===== src/rtl/rs_syndrome_calc_pkg.sv =====
// Shared GF(2^8) definitions for the Reed-Solomon syndrome datapath.
// Field arithmetic helpers live here so the LUT and multiplier stay trivial.
package rs_pkg;
  localparam int          GF_W      = 8;
  localparam logic [8:0]  PRIM_POLY = 9'h11D;
  localparam int          DEF_N     = 255;
  localparam int          DEF_NSYM  = 16;

  typedef logic [GF_W-1:0] gf_sym_t;

  // Shift-and-add multiply, reducing by the primitive polynomial each step.
  function automatic gf_sym_t gf_mul(input gf_sym_t a, input gf_sym_t b);
    gf_sym_t p;
    gf_sym_t s;
    p = '0;
    s = a;
    for (int k = 0; k < GF_W; k++) begin
      if (b[k]) p = p ^ s;
      s = {s[GF_W-2:0], 1'b0} ^ (s[GF_W-1] ? PRIM_POLY[GF_W-1:0] : '0);
    end
    return p;
  endfunction
endpackage


===== src/rtl/rs_syndrome_calc_if.sv =====
// Symbol-stream input and syndrome-set output handshakes.
interface rs_syndrome_calc_if import rs_pkg::*; #(parameter int NSYM = DEF_NSYM);
  logic              in_valid;
  logic              in_ready;
  gf_sym_t           in_data;
  logic              in_last;
  logic              synd_valid;
  logic              synd_ready;
  logic [NSYM*8-1:0] synd_data;
  logic              synd_nonzero;
  logic              len_err;

  modport master (
    output in_valid, in_data, in_last, synd_ready,
    input  in_ready, synd_valid, synd_data, synd_nonzero, len_err
  );

  modport slave (
    input  in_valid, in_data, in_last, synd_ready,
    output in_ready, synd_valid, synd_data, synd_nonzero, len_err
  );
endinterface


===== src/rtl/rs_syndrome_calc_gf.sv =====
// GF(2^8) building blocks: alpha-power table and constant-operand multiplier.
// Both are driven by constants in the top, so synthesis folds them to XOR trees.
module gf256_power_lut import rs_pkg::*; (
  input  logic [7:0] i_addr,
  output gf_sym_t    o_val
);
  always_comb begin
    o_val = 8'h01;
    for (int k = 0; k < 255; k++) begin
      if (8'(k) < i_addr) o_val = gf_mul(o_val, 8'h02);
    end
  end
endmodule

module gf256_const_mul import rs_pkg::*; (
  input  gf_sym_t i_a,
  input  gf_sym_t i_k,
  output gf_sym_t o_p
);
  assign o_p = gf_mul(i_a, i_k);
endmodule


===== src/rtl/rs_syndrome_calc.sv =====
// Streaming RS syndrome calculator: Horner evaluation at alpha^(FCR+i) per lane,
// with a one-deep output register and zero-bubble reload on codeword boundaries.
module rs_syndrome_calc import rs_pkg::*; #(
  parameter int N    = DEF_N,
  parameter int NSYM = DEF_NSYM,
  parameter int FCR  = 0
) (
  input logic              clk,
  input logic              rst_n,
  rs_syndrome_calc_if.slave bus
);
  localparam logic [0:0] ST_EMPTY = 1'b0;
  localparam logic [0:0] ST_FULL  = 1'b1;

  logic [0:0]               r_state;
  logic [8:0]               r_cnt;
  logic [NSYM-1:0][7:0]     r_acc;
  logic [NSYM*8-1:0]        r_synd;
  logic                     r_nz;
  logic                     r_len_err;

  logic [NSYM-1:0][7:0]     w_root;
  logic [NSYM-1:0][7:0]     w_prod;
  logic [NSYM-1:0][7:0]     w_nxt;
  logic                     w_in_ready;
  logic                     w_take;
  logic                     w_at_max;
  logic                     w_end;

  for (genvar g = 0; g < NSYM; g++) begin : g_lane
    gf256_power_lut u_lut (
      .i_addr (8'(FCR + g)),
      .o_val  (w_root[g])
    );
    gf256_const_mul u_mul (
      .i_a (r_acc[g]),
      .i_k (w_root[g]),
      .o_p (w_prod[g])
    );
    assign w_nxt[g] = w_prod[g] ^ bus.in_data;
  end

  assign w_in_ready = !((r_state == ST_FULL) && !bus.synd_ready);
  assign w_take     = bus.in_valid && w_in_ready;
  assign w_at_max   = (r_cnt == 9'(N - 1));
  assign w_end      = w_take && (bus.in_last || w_at_max);

  always_ff @(posedge clk or negedge rst_n) begin
    if (!rst_n) begin
      r_cnt <= '0;
      r_acc <= '0;
    end else if (w_take) begin
      if (w_end) begin
        r_cnt <= '0;
        r_acc <= '0;
      end else begin
        r_cnt <= r_cnt + 9'd1;
        r_acc <= w_nxt;
      end
    end
  end

  // Output register only loads on a codeword end, so held results stay stable.
  always_ff @(posedge clk or negedge rst_n) begin
    if (!rst_n) begin
      r_state   <= ST_EMPTY;
      r_synd    <= '0;
      r_nz      <= 1'b0;
      r_len_err <= 1'b0;
    end else if (w_end) begin
      r_state   <= ST_FULL;
      r_synd    <= w_nxt;
      r_nz      <= |w_nxt;
      r_len_err <= w_at_max && !bus.in_last;
    end else if ((r_state == ST_FULL) && bus.synd_ready) begin
      r_state   <= ST_EMPTY;
    end
  end

  assign bus.in_ready     = w_in_ready;
  assign bus.synd_valid   = (r_state == ST_FULL);
  assign bus.synd_data    = r_synd;
  assign bus.synd_nonzero = r_nz;
  assign bus.len_err      = r_len_err;
endmodule


===== src/flat_wrapper.sv =====
// flat-port wrapper written by rule: the top's interface ports become plain ports
module rs_syndrome_calc_flat import rs_pkg::*;
#(
  parameter int N    = DEF_N,
  parameter int NSYM = DEF_NSYM,
  parameter int FCR  = 0
)
  (clk, rst_n, bus_in_valid, bus_in_data, bus_in_last, bus_synd_ready, bus_in_ready, bus_synd_valid, bus_synd_data, bus_synd_nonzero, bus_len_err);
  rs_syndrome_calc_if #(.NSYM(NSYM)) bus_i ();
  input logic clk;
  input logic rst_n;
  input wire logic [$bits(bus_i.in_valid)-1:0] bus_in_valid;
  input wire logic [$bits(bus_i.in_data)-1:0] bus_in_data;
  input wire logic [$bits(bus_i.in_last)-1:0] bus_in_last;
  input wire logic [$bits(bus_i.synd_ready)-1:0] bus_synd_ready;
  output wire logic [$bits(bus_i.in_ready)-1:0] bus_in_ready;
  output wire logic [$bits(bus_i.synd_valid)-1:0] bus_synd_valid;
  output wire logic [$bits(bus_i.synd_data)-1:0] bus_synd_data;
  output wire logic [$bits(bus_i.synd_nonzero)-1:0] bus_synd_nonzero;
  output wire logic [$bits(bus_i.len_err)-1:0] bus_len_err;
  assign bus_i.in_valid = bus_in_valid;
  assign bus_i.in_data = bus_in_data;
  assign bus_i.in_last = bus_in_last;
  assign bus_i.synd_ready = bus_synd_ready;
  assign bus_in_ready = bus_i.in_ready;
  assign bus_synd_valid = bus_i.synd_valid;
  assign bus_synd_data = bus_i.synd_data;
  assign bus_synd_nonzero = bus_i.synd_nonzero;
  assign bus_len_err = bus_i.len_err;
  rs_syndrome_calc #(.N(N), .NSYM(NSYM), .FCR(FCR)) u_core (.clk(clk), .rst_n(rst_n), .bus(bus_i));
endmodule

===== config.mk =====
export PLATFORM = sky130hd
export DESIGN_NAME = rs_syndrome_calc_flat
export DESIGN_NICKNAME = d
export VERILOG_FILES = /design/src/rtl/rs_syndrome_calc_pkg.sv /design/src/rtl/rs_syndrome_calc_if.sv /design/src/rtl/rs_syndrome_calc_gf.sv /design/src/rtl/rs_syndrome_calc.sv /design/src/flat_wrapper.sv
export SDC_FILE = /design/constraint.sdc
export NUM_CORES = 1
export LEC_CHECK = 0
export CELL_PAD_IN_SITES_DETAIL_PLACEMENT = 1
export CELL_PAD_IN_SITES_GLOBAL_PLACEMENT = 1
export CORE_MARGIN = 8
export CORE_UTILIZATION = 48
export CTS_CLUSTER_DIAMETER = 30
export DETAILED_ROUTE_END_ITERATION = 12
export PLACE_DENSITY = 0.88
export SLEW_MARGIN = 5
export SYNTH_ARGS = -nofsm -noshare
export SYNTH_HDL_FRONTEND = slang
export SYNTH_SLANG_ARGS = --single-unit

===== constraint.sdc =====
create_clock -name clk -period 6.8 [get_ports clk]
set_input_delay 1.36 -clock clk [delete_from_list [all_inputs] [get_ports clk]]
set_output_delay 1.36 -clock clk [all_outputs]
set_load 0.01 [all_outputs]

==> impl_metrics.yaml, run 1 <==
power_and_ir_drop:
  power.share.clock_pct: 26.3
  pwr-share-seq_pct: 27.4
  intPower_mw: 6.20
  leakage_nw: 7.20
  irDropWorstVdd_mv: 0.285
  switching_share_pct: 42.0
  combPwrFrac_pct: 46.2
  power_density_nw_per_um2: 622
  switchingPower_mw: 4.49
logic_synthesis:
  yosys_warnings: 0
  synth_commonest_cells: "dfrtp_1, nand2_1, xnor2_1, o21ai_0"
  synth_ff_type: "dfrtp_1"
  syn_inst: 1339
  seq_area_frac_synth_pct: 49.3
  synth_area_leaders: "dfrtp_1, xnor2_1, o21ai_0"
  synth_cell_type_count: 47
  synth_largest_area_cell: "dfrtp_1"
  synth.avg_cell_area_um2: 10.1
  synth_edf_count: 0
  synth.cell_area_um2: 13600
  syn_nets: 1354
  ys_ff_latch: 268
  yosysMostFrequentCell: "dfrtp_1"
  synth_top_area_share_pct: 49.3
  async_flop_share_pct: 100
job:
  cap_violations: 0
drt:
  dr.pass1.iters: 6
  postRouteAntennaNets: 0
  totalWireLength_um: 52000
  drc_errors: 0
  wl_per_cell_um: 27.7
  dr.first_iter.drc_count: 1184
  dr_total_vias: 11634
  via_per_inst: 6.19
timing:
  rsz0062_at_grt: "no"
  final.setup.worst_slack_ns: 2.62
  drv_slew: 0
  worst_pin_slew_ns: 1.22
  tns_ns: 0
  clock.fmax_mhz: 240
  min_period_ns: 4.18
  hold_viol: 0
  setup_viol: 0
  min_period_over_period_pct: 61.4
  skew_ns: 0.0139
  slew_headroom_pct: 18.8
layout:
  final_area_um2: 17200
  final_nets: 1475
  drive_gt1_share_pct: 9.40
  n_fill_cell: 2931
  post-route-util_pct: 61.7
  area_delta_synth_final_pct: 26.5
global_routing:
  grt_use_total_pct: 30.4
  grt_max_degree: 185
  grt_pass1_vias: 12890
  grt_pass1_wl_um: 79500
  antenna_found_initial: 1
  overflow: 0
floorplan:
  core_area_um2: 27900
  die_h_um: 184
  rows: 61
  die_x_um: 184
  design.die.area_um2: 34000
  ios: 145
  initial_core_util_pct: 48.8
clock_network:
  cts_buffers: 55
  clkTransAtPathRegs_ns: 0.05
  cts_root_buf: "clkbuf_16"
  cts_hold_buf: 0
  ctsResizeCount: 0
  clk_latency_ns: 0.55
  cts_buffer_depth: 3
  clock_sinks: 268
  cts_tree: "built"
  cts_setup_buffers: 0
  cts-htree-levels: 2
critical_path:
  cp-end-kind: "register"
  cp.required_ns: 7.21
  cp-start-kind: "primary input"
  rr_startpoint: "u_core.r_cnt[0]$_DFFE_PN0P_"
  cp_max_fo: 12
  critPathArrivalTime_ns: 4.59
  critPathLaunch: "bus_in_data[0]"
  critPathKind: "in -> reg"
placement:
  dp_hpwl_um: 29600
  place.gp.congestion: 0.843
  place_area_um2: 15300
  preCtsSetupSlack_ns: 2.28
  port_buffers: 144
hold_path:
  hold_path.class: "reg -> reg"
  holdCritStartpoint: "u_core.bus.synd_data[49]$_DFFE_PN0P_"
run_status:
  status: "completed"
[cell families (layout without fill, tap and decap cells)]
logic type	after synthesis	count (layout)	share of synthesized area (%)
simple gates	331	331	10.5
xor+xnor	325	325	22.1
compound gates	289	289	12.8
flops	268	268	49.3
buf+inv	101	262	3.15
mux	23	23	1.88
fa+ha+maj	2	2	0.184
other cells	0	1	0
[final timing paths]
kind | endpoint | slack, ns | cells past startpoint
max | u_core.bus.synd_nonzero$_DFFE_PN0P_ | 2.62 | 8
min | u_core.bus.synd_data[49]$_DFFE_PN0P_ | 0.48 | 2
max reg2reg | u_core.bus.synd_data[72]$_DFFE_PN0P_ | 3.58 | 9
min reg2reg | u_core.bus.synd_data[49]$_DFFE_PN0P_ | 0.48 | 2
max in group asynchronous | u_core.bus.synd_data[69]$_DFFE_PN0P_ | 4.50 | 2
min in group asynchronous | u_core.bus.synd_data[39]$_DFFE_PN0P_ | 0.82 | 1
[state kept, by name (all words and copies together) (netlist names)]
| register | count |
|---|---|
| u_core.bus.len_err | 1 |
| u_core.bus.synd_nonzero | 1 |
| u_core.r_cnt | 9 |
| u_core.r_acc | 128 |
| u_core.bus.synd_valid | 1 |
| u_core.bus.synd_data | 128 |
[through the flow]
stage / cells / hold slack (ns) / power, mW
floorplan: 1339 / 0.438 / 5.55
global placement: 1781 / 0.463 / 7.23
detailed placement: 1781 / 0.467 / 7.50
CTS: 1878 / 0.484 / 10.6
global route: 1879 / 0.514 / 11.1
finish: 1879 / 0.477 / 10.7
[cell usage in the layout, fill, tap and decap left out, drive strengths merged, types with 7 or more instances in the layout]
cell | netlist | routed
nand2 | 247 | 247
o31ai | 66 | 66
clkbuf | 65 | 77
nand3 | 11 | 11
dfrtp | 268 | 268
and3 | 8 | 8
buf | 29 | 17
inv | 7 | 10
o21ai | 186 | 186
nor2 | 8 | 8
mux2 | 20 | 20
a22o | 20 | 20
nor3 | 7 | 7
xnor2 | 249 | 249
xor2 | 66 | 66
nor2b | 9 | 9
xnor3 | 10 | 10
clkdlybuf4s50 | 0 | 141
nand4 | 12 | 12
[power groups by stage]
stage                     sequential (mW)  combinational, mW  clock, mW
after floorplan                      2.81               2.73          0
final                                2.93               4.94       2.81
after detailed placement             2.87               4.63          0
after CTS                            2.91               4.89       2.82
after global placement               2.82               4.41          0
after global routing                 2.98               5.21       2.89
[final cells by class]
cell class / instances / area [um^2] / area share (%)
Sequential cell: 268 / 6710 / 39.0
Multi-Input combinational cell: 970 / 6480 / 37.7
Clock buffer: 77 / 1650 / 9.61
Timing Repair Buffer: 158 / 1570 / 9.11
Tap cell: 378 / 473 / 2.75
Clock inverter: 20 / 284 / 1.65
Inverter: 7 / 26.3 / 0.153
Antenna cell: 1 / 2.50 / 0.0146
[metal layers]
layer  global-route usage (%)  wire (um)
met5                        0          0
met2                     50.7      25300
met3                     6.52       4100
met1                     35.8      19500
met4                     18.0       3110
[worst max-delay path, stage by stage]
cell             delay [ns]
clkdlybuf4s50_1        1.14
xnor2_1                0.21
xnor2_1                0.35
nand4_1                0.24
nor4_1                 0.53
nand2_1                0.12
a2111oi_0              0.48
a31oi_1                0.16
Power figures use the tool's default switching activity.
==> inputs of run 2 (changes only) <==
- CORE_UTILIZATION: 48 -> 41
- PLACE_DENSITY: 0.88 -> 0.8
- clock period: 6.8 -> 3.8 ns (I/O delays scaled with it)
==> run 2 against run 1 <==
Final cell count rose by 5.4%. Via count fell by 2.7%. Critical path type unchanged. Worst hold slack got worse by 0.27 ns. Power rose by 88%.
==> impl_metrics.yaml, run 2 (synthesized netlist as in run 1, its figures left out) <==
layout:
  layout_commonest_cell: "dfrtp_1"
  area_delta_synth_final_pct: 31.9
  final_nets: 1501
  n_antenna_cell: 0
  drive_gt1_share_pct: 11.4
  final_cell_mix: "dfrtp_1, xnor2_1, nand2_1"
  instances_no_fill: 1980
drt:
  postRouteAntennaNets: 0
  drc_errors: 0
  via_per_inst: 5.72
  dr.first_iter.drc_count: 986
  wl_per_cell_um: 25.2
  dr_total_vias: 11323
  dr.pass1.iters: 5
  totalWireLength_um: 49900
critical_path:
  critPathArrivalTime_ns: 3.70
  cp-end-kind: "register"
  cp_max_fo: 13
  cp.required_ns: 4.22
  cp-start-kind: "primary input"
  critPathKind: "in -> reg"
floorplan:
  rows: 66
  die_x_um: 198
  initial_core_util_pct: 41.7
  core_area_um2: 32600
  ios: 145
  design.die.area_um2: 39200
  die_h_um: 198
timing:
  tns_ns: 0
  rsz0062_at_grt: "no"
  skew_ns: 0.0355
  slew_headroom_pct: 38.0
  clock.fmax_mhz: 305
  setup_viol: 0
  hold_viol: 0
  worst_pin_slew_ns: 0.931
  min_period_ns: 3.28
  min_period_over_period_pct: 86.4
  drv_slew: 0
power_and_ir_drop:
  power_density_nw_per_um2: 1120
  total_power_mw: 20.2
  leakage_nw: 7.52
  irDropWorstVdd_mv: 0.509
global_routing:
  grt_pass1_wl_um: 77400
  grt_pass1_vias: 12690
  overflow: 0
  grt_max_degree: 236
  antenna_found_initial: 0
  grt_use_total_pct: 25.6
placement:
  place.gp.congestion: 0.875
  dp_hpwl_um: 30000
  placed_cells: 1860
  port_buffers: 144
clock_network:
  cts_root_buf: "clkbuf_16"
  cts_setup_buffers: 0
  cts_buffer_depth: 3
  cts_buffers: 66
  cts_hold_buf: 0
  clk_latency_ns: 0.58
  cts-htree-levels: 3
  clkTransAtPathRegs_ns: 0.05
  clock_sinks: 268
  ctsResizeCount: 0
  cts_tree: "built"
job:
  cap_violations: 0
hold_path:
  hold_path.class: "in -> async"
run_status:
  status: "completed"
-- run 2: cell types whose count changed in the layout (fill, tap and decap cells not counted), sizes merged --
cell	change
buf	+13
clkdlybuf4s50	+2
diode	-1
clkinv	+12
bufinv	+6
inv	+3
clkbuf	+2
-- run 2: final cells by class --
cell class                      instances  area, um^2
Fill cell                            3449       14700
Inverter                                7        26.3
Multi-Input combinational cell        970        6470
Clock inverter                         41         596
Timing Repair Buffer                  173        1780
Sequential cell                       268        6710
Tap cell                              442         553
Clock buffer                           79        1790
-- run 2: worst max-delay path, stage by stage --
cell	delay [ns]
clkdlybuf4s50_1	0.74
buf_4	0.35
xnor2_1	0.13
xnor2_1	0.24
nand4_1	0.13
nor4_1	0.54
nand2_1	0.15
a2111oi_0	0.48
a31oi_1	0.17
-- run 2: report_power, final --
part / internal (mW) / total (mW) / switching, mW
sequential: 3.98 / 5.21 / 1.23
combinational: 3.83 / 8.84 / 5.02
clock: 4.20 / 6.10 / 1.90
total: 12.0 / 20.2 / 8.15
-- run 2: path summary, 6_finish.rpt --
path                                                          to                                  start  cells after the start  slack, ns
setup / recovery             u_core.bus.synd_nonzero$_DFFE_PN0P_                         bus_in_data[7]                      9       0.52
hold / removal               u_core.bus.synd_data[9]$_DFFE_PN0P_                                  rst_n                      1       0.20
setup reg to reg             u_core.bus.synd_nonzero$_DFFE_PN0P_           u_core.r_acc[83]$_DFFE_PN0P_                      7       0.81
hold reg to reg            u_core.bus.synd_data[111]$_DFFE_PN0P_  u_core.bus.synd_data[111]$_DFFE_PN0P_                      2       0.48
max in group asynchronous          u_core.r_acc[104]$_DFFE_PN0P_                                  rst_n                      2       2.61
min in group clk           u_core.bus.synd_data[111]$_DFFE_PN0P_  u_core.bus.synd_data[111]$_DFFE_PN0P_                      2       0.48
-- run 2: routing by layer --
| metal | part of all wire [%] | track usage [%] | wire, um | vias up |
|---|---|---|---|---|
| met5 | 0 | 0 | 0 | - |
| met4 | 4.5 | 13.3 | 2260 | 0 |
| met3 | 7.0 | 5.91 | 3520 | 167 |
| met2 | 49 | 42.0 | 24300 | 526 |
| met1 | 40 | 31.2 | 19900 | 5808 |
| li1 | - | - | - | 4822 |
-- run 2: metrics by stage --
stage | cell area (um^2) | hold WS [ns] | setup slack [ns] | util, %
after CTS | 17900 | 0.210 | 0.617 | 55.0
final | 17900 | 0.202 | 0.517 | 55.0
after global placement | 15500 | 0.456 | 0.203 | 47.6
after global routing | 17900 | 0.237 | 0.532 | 55.0
after floorplan | 13600 | 0.438 | 1.31 | -
after detailed placement | 15500 | 0.472 | 0.178 | 47.6
==> inputs of run 3 (changes only) <==
- MAX_ROUTING_LAYER: default -> met4
- SETUP_SLACK_MARGIN: default -> 0.5
==> run 3 against run 2 <==
Sequential cell count unchanged. Global-route usage rose by 0.75 points. Non-clock buffer count unchanged. Die area unchanged. Fmax up 1.8%. Final area about the same. Critical path depth decreased by 1. Worst hold slack worse by 0.00088 ns. Worst setup slack better by 0.059 ns. Power barely moved. Via count about the same. Register-to-register slack improved by 0.12 ns. Largest cell class unchanged.
==> impl_metrics.yaml, run 3 (synthesized netlist as in run 1, its figures left out) <==
floorplan:
  initial_core_util_pct: 41.7
  die_x_um: 198
  ios: 145
  rows: 66
  core_area_um2: 32600
  design.die.area_um2: 39200
  die_h_um: 198
critical_path:
  cp_top_family: "simple AND/OR/NAND/NOR gates"
  cp.required_ns: 4.22
  crit_chain: "clkdlybuf4s50_1 -> xnor3_1 -> xor2_1 -> nand4_1 -> or4_1 -> nor4_1 -> and4_1 -> a31oi_1"
  critPathKind: "in -> reg"
  cp_num_buf_inv: 1
  worst_path_max_delay_cell: "clkdlybuf4s50_1"
  cpPeakStageDelay_ns: 0.74
  cp-end-kind: "register"
  cp_max_fo: 5
  ff2ff_setup_slack_ns: 0.93
  critPathArrivalTime_ns: 3.64
  cp-start-kind: "primary input"
layout:
  multiInputGateArea_um2: 6480
  area_delta_synth_final_pct: 31.9
  drive_gt1_share_pct: 11.5
  n_fill_cell: 3448
  final_cell_mix: "dfrtp_1, xnor2_1, nand2_1"
  layout_commonest_cell: "dfrtp_1"
  final_nets: 1501
  n_antenna_cell: 0
  ff_latch_area_um2: 6710
drt:
  postRouteAntennaNets: 0
  totalWireLength_um: 49900
  dr.pass1.iters: 6
  dr.first_iter.drc_count: 966
  dr_total_vias: 11316
  via_per_inst: 5.72
  wl_per_cell_um: 25.2
  drc_errors: 0
timing:
  drv_slew: 0
  tns_ns: 0
  clock.fmax_mhz: 310
  whs_ns: 0.202
  slew_headroom_pct: 37.5
  min_period_over_period_pct: 84.8
  rsz0062_at_grt: "no"
  skew_ns: 0.0391
  hold_viol: 0
  min_period_ns: 3.22
  setup_viol: 0
  worst_pin_slew_ns: 0.938
clock_network:
  clk_latency_ns: 0.58
  cts_buffer_depth: 3
  cts_hold_buf: 0
  cts_tree: "built"
  cts-htree-levels: 3
  cts_buffers: 66
  clock_sinks: 268
  cts_root_buf: "clkbuf_16"
  cts_setup_buffers: 0
  clkTransAtPathRegs_ns: 0.05
power_and_ir_drop:
  pwr-share-seq_pct: 25.8
  power.share.clock_pct: 30.3
  leakage_nw: 7.52
  switchingPower_mw: 8.15
  combPwrFrac_pct: 43.9
  power_density_nw_per_um2: 1120
  irDropWorstVdd_mv: 0.510
  intPower_mw: 12.0
  switching_share_pct: 40.4
placement:
  place.gp.congestion: 0.885
  port_buffers: 144
  dp_hpwl_um: 30000
global_routing:
  antenna_found_initial: 0
  overflow: 0
  grt_pass1_wl_um: 77400
  grt_use_total_pct: 26.4
  grt_max_degree: 236
  grt_pass1_vias: 12719
run_status:
  status: "completed"
job:
  cap_violations: 0
hold_path:
  hold_path.class: "in -> async"
==> run 3: cell counts in the layout (fill, tap and decap cells not counted) <==
No cell type changed its count.
==> run 3: layout make-up <==
class	instances	area share, %
Multi-Input combinational cell	970	36.1
Inverter	7	0.147
Timing Repair Buffer	173	9.91
Tap cell	442	3.08
Clock inverter	41	3.32
Clock buffer	79	10.0
Sequential cell	268	37.4
==> run 3: path summary, 6_finish.rpt <==
path                                                       start                                     to  cells past startpoint
max                                               bus_in_data[7]    u_core.bus.synd_nonzero$_DFFE_PN0P_                      8
min                                                        rst_n    u_core.bus.synd_data[9]$_DFFE_PN0P_                      1
max reg2reg                         u_core.r_acc[52]$_DFFE_PN0P_    u_core.bus.synd_nonzero$_DFFE_PN0P_                      7
min reg2reg                u_core.bus.synd_data[111]$_DFFE_PN0P_  u_core.bus.synd_data[111]$_DFFE_PN0P_                      2
max in group asynchronous                                  rst_n           u_core.r_acc[56]$_DFFE_PN0P_                      2
min in group clk           u_core.bus.synd_data[111]$_DFFE_PN0P_  u_core.bus.synd_data[111]$_DFFE_PN0P_                      2
==> run 3: repair_timing <==
item	in CTS	in global routing
endpoints found under the hold margin	0	0
setup endpoints to repair	0	1
gates resized for setup	0	1
==> run 3: through the flow <==
step	setup WS [ns]	cell area [um^2]	std cells	utilization [%]	power (mW)
global route	0.538	17900	1980	55.0	21.0
detailed placement	0.178	15500	1860	47.6	13.6
floorplan	1.31	13600	1339	-	9.93
finish	0.576	17900	1980	55.0	20.2
global placement	0.203	15500	1860	47.6	13.2
CTS	0.617	17900	1980	55.0	20.2
==> run 3: worst reg2reg max path, cell delays in order, from the launching register on <==
cell and delay [ns]:
dfrtp_1 0.53, xnor3_1 0.48, xor2_1 0.26, nand4_1 0.14, or4_1 0.50, nor4_1 0.44, and4_1 0.28, a31oi_1 0.09
==> run 3: layer usage <==
layer / global-route usage (%) / wire length, um
met2: 42.0 / 24200
met5: - / 0
met1: 31.5 / 20200
met4: 13.4 / 2270
met3: 5.47 / 3290
==> run 3: power by group through the flow <==
stage	combinational [mW]	sequential (mW)	clock, mW
2_1_floorplan	4.89	5.03	0
3_3_place_gp	8.18	5.06	0
3_5_place_dp	8.46	5.13	0
4_1_cts	8.80	5.17	6.18
5_1_grt	9.37	5.32	6.31
6_report	8.85	5.21	6.10
